<file path="src/rtl/instr_fetch_unit.sv">
// Purpose : Beta front end. Owns the PC, picks the next PC, runs the imem req/ack
//           handshake and presents the fetched word and its PC to the IR.
// Latency : 1 cycle from an accepted ack to InstrValid. Stall holds DONE; redirects never stall.
//
// Ports:
//   Clock, Reset            rising-edge clock, async active-low reset
//   Stall                   hold PC and presented instruction while in DONE
//   BranchTaken/Target      taken branch; the target keeps the current supervisor bit
//   JumpTaken/Target        JMP; the supervisor bit can only be cleared, never set
//   IllOp, IntReq           exception sources (IntReq is honoured in user mode only)
//   ImemReq/Addr/Ack/Rdata  single-outstanding instruction memory handshake
//   InstrOut/Valid, PcOut   fetched word and its PC, to the IR
//   FetchBusy               state != DONE, feeds IR stall
//   Redirect, ExcTaken      1-cycle pulses, feed IR Flush / ExcAck
module instr_fetch_unit #(
    parameter logic [31:0] RESET_VECTOR = 32'h8000_0000,
    parameter logic [31:0] ILLOP_VECTOR = 32'h8000_0004,
    parameter logic [31:0] XADR_VECTOR  = 32'h8000_0008
) (
    input  logic        Clock,
    input  logic        Reset,
    input  logic        Stall,
    input  logic        BranchTaken,
    input  logic [31:0] BranchTarget,
    input  logic        JumpTaken,
    input  logic [31:0] JumpTarget,
    input  logic        IllOp,
    input  logic        IntReq,
    output logic        ImemReq,
    output logic [31:0] ImemAddr,
    input  logic        ImemAck,
    input  logic [31:0] ImemRdata,
    output logic [31:0] InstrOut,
    output logic        InstrValid,
    output logic [31:0] PcOut,
    output logic        FetchBusy,
    output logic        Redirect,
    output logic        ExcTaken
);

    typedef enum logic [1:0] {FETCH, DONE, DISCARD} state_t;

    state_t      state, state_nxt;
    logic [31:0] pc, pc_nxt, redir_pc, next_seq;
    logic        int_ok, redir, exc, capture;

    // Bits the PC datapath never looks at: word offsets and the branch target's
    // mode bit (a branch cannot change mode).
    logic unused_bits;
    assign unused_bits = ^{BranchTarget[31], BranchTarget[1:0], JumpTarget[1:0]};

    assign ImemAddr = {pc[31:2], 2'b00};

    always_comb begin
        int_ok   = IntReq && !pc[31];
        exc      = IllOp || int_ok;
        redir    = exc || JumpTaken || BranchTaken;
        next_seq = {pc[31], pc[30:0] + 31'd4};

        if (IllOp)
            redir_pc = ILLOP_VECTOR;
        else if (int_ok)
            redir_pc = XADR_VECTOR;
        else if (JumpTaken)
            redir_pc = {pc[31] & JumpTarget[31], JumpTarget[30:2], 2'b00};
        else
            redir_pc = {pc[31], BranchTarget[30:2], 2'b00};

        // An ack only counts while a request is actually on the bus; the cycle
        // straight out of reset has ImemReq=0, so an ack left over from before
        // reset falls on the floor.
        capture   = (state == FETCH) && ImemReq && ImemAck && !redir;
        state_nxt = state;
        pc_nxt    = pc;

        case (state)
            FETCH: begin
                if (redir) begin
                    pc_nxt = redir_pc;
                    // Request in flight and unanswered: its answer is stale, so
                    // swallow it before issuing the new address.
                    state_nxt = (ImemReq && !ImemAck) ? DISCARD : FETCH;
                end else if (capture) begin
                    state_nxt = DONE;
                end
            end
            DONE: begin
                if (redir) begin
                    pc_nxt    = redir_pc;
                    state_nxt = FETCH;
                end else if (!Stall) begin
                    pc_nxt    = next_seq;
                    state_nxt = FETCH;
                end
            end
            DISCARD: begin
                if (redir)
                    pc_nxt = redir_pc;
                // The stale ack retires the old request even if a redirect lands
                // in the same cycle; waiting for a second ack would hang.
                if (ImemAck)
                    state_nxt = FETCH;
            end
            default: state_nxt = FETCH;
        endcase
    end

    always_ff @(posedge Clock or negedge Reset) begin
        if (!Reset) begin
            state      <= FETCH;
            pc         <= RESET_VECTOR;
            ImemReq    <= 1'b0;
            InstrOut   <= '0;
            PcOut      <= '0;
            InstrValid <= 1'b0;
            FetchBusy  <= 1'b1;
            Redirect   <= 1'b0;
            ExcTaken   <= 1'b0;
        end else begin
            state      <= state_nxt;
            pc         <= pc_nxt;
            ImemReq    <= (state_nxt == FETCH);
            FetchBusy  <= (state_nxt != DONE);
            InstrValid <= (state_nxt == DONE);
            Redirect   <= redir;
            ExcTaken   <= exc;
            if (capture) begin
                InstrOut <= ImemRdata;
                PcOut    <= pc;
            end
        end
    end

endmodule
</file>
<file path="config.mk">
export PLATFORM = sky130hd
export DESIGN_NAME = instr_fetch_unit
export DESIGN_NICKNAME = d
export VERILOG_FILES = /design/src/rtl/instr_fetch_unit.sv
export SDC_FILE = /design/constraint.sdc
export NUM_CORES = 1
export LEC_CHECK = 0
export CAP_MARGIN = 10
export CORE_AREA = 3 3 117 119
export DETAILED_ROUTE_END_ITERATION = 10
export DIE_AREA = 0 0 120 122
export PLACE_DENSITY_LB_ADDON = 0.12
export SLEW_MARGIN = 20
export SYNTH_ARGS = -nofsm -noshare
export SYNTH_HDL_FRONTEND = slang
export SYNTH_SLANG_ARGS = --single-unit
</file>
<file path="constraint.sdc">
create_clock -name Clock -period 2.2 [get_ports Clock]
set_input_delay 0.22 -clock Clock [delete_from_list [all_inputs] [get_ports Clock]]
set_output_delay 0.22 -clock Clock [all_outputs]
set_load 0.05 [all_outputs]
</file>
==> impl_metrics.json <==
{
  "drive_above_1_share_pct": 12.8,
  "yosysSeqAreaShare_pct": 50.7,
  "clock_path_buffers": 2,
  "core-area_sq_um": 12700,
  "synth.area.top_cells": "dfrtp_1 50%, mux2_1 13%, mux2i_1 4.3%",
  "worstSetupStartpointType": "register",
  "dpl.cell_count": 801,
  "grt_usage_pct": 19.7,
  "synth_top_area_share_pct": 49.6,
  "cellPowerDensity_nw_per_um2": 935,
  "die_w_um": 120,
  "synthTopCellsByCount": "97 x dfrtp_1, 58 x mux2_1, 37 x o21ai_0, 24 x clkbuf_1, 22 x a21oi_1",
  "fin_cells": 818,
  "grt_max_degree": 44,
  "ys_ff_latch": 99,
  "antenna_cells": 0,
  "io_pins": 205,
  "via_per_inst": 5.28,
  "rsz0062_at_grt": "false",
  "finalPower_uw": 7080,
  "power.leakage_uw": 0.00324,
  "cts_setup_buffers": 0,
  "port_buffers": 195,
  "syn_avg_cell_area_sq_um": 11.3,
  "final_nets": 746,
  "synth_top_area_cell": "dfrtp_1",
  "firstDrtPassIters": 4,
  "cap_violations": 0,
  "wl_mm": 14.2,
  "cpMaxStageDelayCell": "dfstp_4",
  "fp.dieH_um": 122,
  "clock-sinks": 99,
  "timing.fmax_mhz": 476,
  "hold_viol_final": 0,
  "dpl.hpwl_mm": 10.6,
  "crit_chain": "nor2b_4, or3_1, nor4_4, buf_12, mux2_2",
  "crit_type": "register to register",
  "period_minus_slack_ps": 2100,
  "antenna_found_initial": 0,
  "setup_violations": 0,
  "row_count": 41,
  "grt-ovfl-total": 0,
  "yosys.cell_count.top_type": "dfrtp_1",
  "grt_pass1_vias": 4509,
  "cp_max_fo": 33,
  "vias": 4315,
  "tritoncts": "done",
  "numCtsBuffers": 9,
  "worstHoldPathType": "input pin to async pin",
  "clock_skew_ps": 6.30,
  "max_stage_delay_ps": 650,
  "yosysWarnings": 0,
  "ys_types": 49,
  "htree_levels": 3,
  "reg2reg_slack_ps": 100,
  "cp.required_ps": 2430,
  "syn_area_sq_um": 4900,
  "routabilityCongestion": 0.829,
  "area_growth_syn_to_layout_pct": 54.7,
  "cts_root_buf": "clkbuf_16",
  "grt_pass1_wl_mm": 23.0,
  "path_clk_slew_ps": 70,
  "drc": 0,
  "ant_nets": 0,
  "end_kind": "register",
  "worst_slew_pin_slew_ps": 703,
  "relSlewSlack_pct": 53.1,
  "die_area_sq_um": 14600,
  "initial_core_util_pct": 38.6,
  "outcome": "complete, no violations",
  "ys.flop_type": "dfrtp_1",
  "ir_worst_vdd_v": 0.000465,
  "cp_top_family": "simple AND/OR/NAND/NOR gates",
  "synth-edff-count": 0,
  "post-route-period-util_pct": 95.4,
  "post_drt_wl_per_cell_um": 17.3,
  "slew_violations": 0,
  "whs_ps": 407,
  "ys_async_sr_fraction_pct": 100,
  "arrival_ps": 2320,
  "clkLatencyLatePin_ps": 340,
  "cp.buffers_inverters": 1,
  "first_iter_violations": 229,
  "syn_inst": 432
}
-- layer usage --
| layer | wire (um) | vias up | GRT usage, % |
|---|---|---|---|
| li1 | - | 2016 | - |
| met2 | 6690 | 191 | 31.9 |
| met5 | 0 | - | 0 |
| met4 | 168 | 0 | 6.73 |
| met3 | 1010 | 11 | 4.36 |
| met1 | 6300 | 2097 | 26.2 |
-- area by class of cell --
class	count	area, sq um
fillers	1082	5100
well taps	172	215
clock buffers	10	239
clock inverters	6	111
inverters	8	30.0
multi-input cells	291	2220
repair buffers	232	2260
flip-flops and latches	99	2490
-- kinds of logic (layout without fill, tap and decap cells) --
logic type	count (synthesis)	after routing	share of synthesized area (%)
DFF	99	99	50.7
muxes	91	91	20.4
and+or+nand+nor	87	87	9.74
AOI/OAI and AO/OA	108	108	14.2
adders and majority gates	1	1	0.256
other	1	4	0.0766
buffers and inverters	45	256	4.70
-- registers in the layout, indices dropped and copies added, names as in the netlist --
| register | flops |
|---|---|
| ExcTaken | 1 |
| FetchBusy | 1 |
| ImemReq | 1 |
| InstrOut | 32 |
| InstrValid | 1 |
| PcOut | 30 |
| Redirect | 1 |
| pc | 30 |
| state | 2 |
-- cells in the final DEF (no fill, tap or decap), drive strengths merged, types with 10 or more instances in the layout --
master / Yosys / final
o21ai: 37 / 37
clkdlybuf4s50: 0 / 193
nor2: 18 / 18
a22o: 10 / 10
a31oi: 10 / 10
mux2i: 21 / 21
mux2: 70 / 70
dfrtp: 97 / 97
a21oi: 22 / 22
nand2: 16 / 16
clkbuf: 24 / 10
buf: 13 / 38
-- what timing repair did --
item | 4_1_cts | 5_1_grt
resized for setup | 0 | 2
hold buffers | 1 | 0
endpoints found under the hold margin | 39 | 0
endpoints found under the setup margin | 0 | 2
-- power by group --
| part | switching, uW | internal (uW) |
|---|---|---|
| logic | 1800 | 1050 |
| clock network | 695 | 1140 |
| registers | 210 | 2190 |
-- through the flow --
stage                     utilization [%]  setup slack [ps]  area (sq um)  setup TNS, ps
after floorplan                         -              -150          4930          -8650
after CTS                            59.7              89.4          7570              0
final                                59.8               101          7570              0
after global routing                 59.8              18.2          7570              0
after detailed placement             56.9              -156          7210          -8540
after global placement               56.9              -124          7210          -6970
-- final timing paths --
| path | start | end | depth (start not counted) |
|---|---|---|---|
| max in group asynchronous | Reset | FetchBusy | 3 |
| worst max-delay path | pc[31] | PcOut[7] | 5 |
| worst max register to register | pc[31] | PcOut[7] | 5 |
| worst min register to register | PcOut[2] | PcOut[2] | 1 |
| worst min-delay path | Reset | InstrOut[25] | 2 |
| min in group Clock | ImemRdata[20] | InstrOut[20] | 2 |
Note: power is estimated with default switching activity, not from simulation.
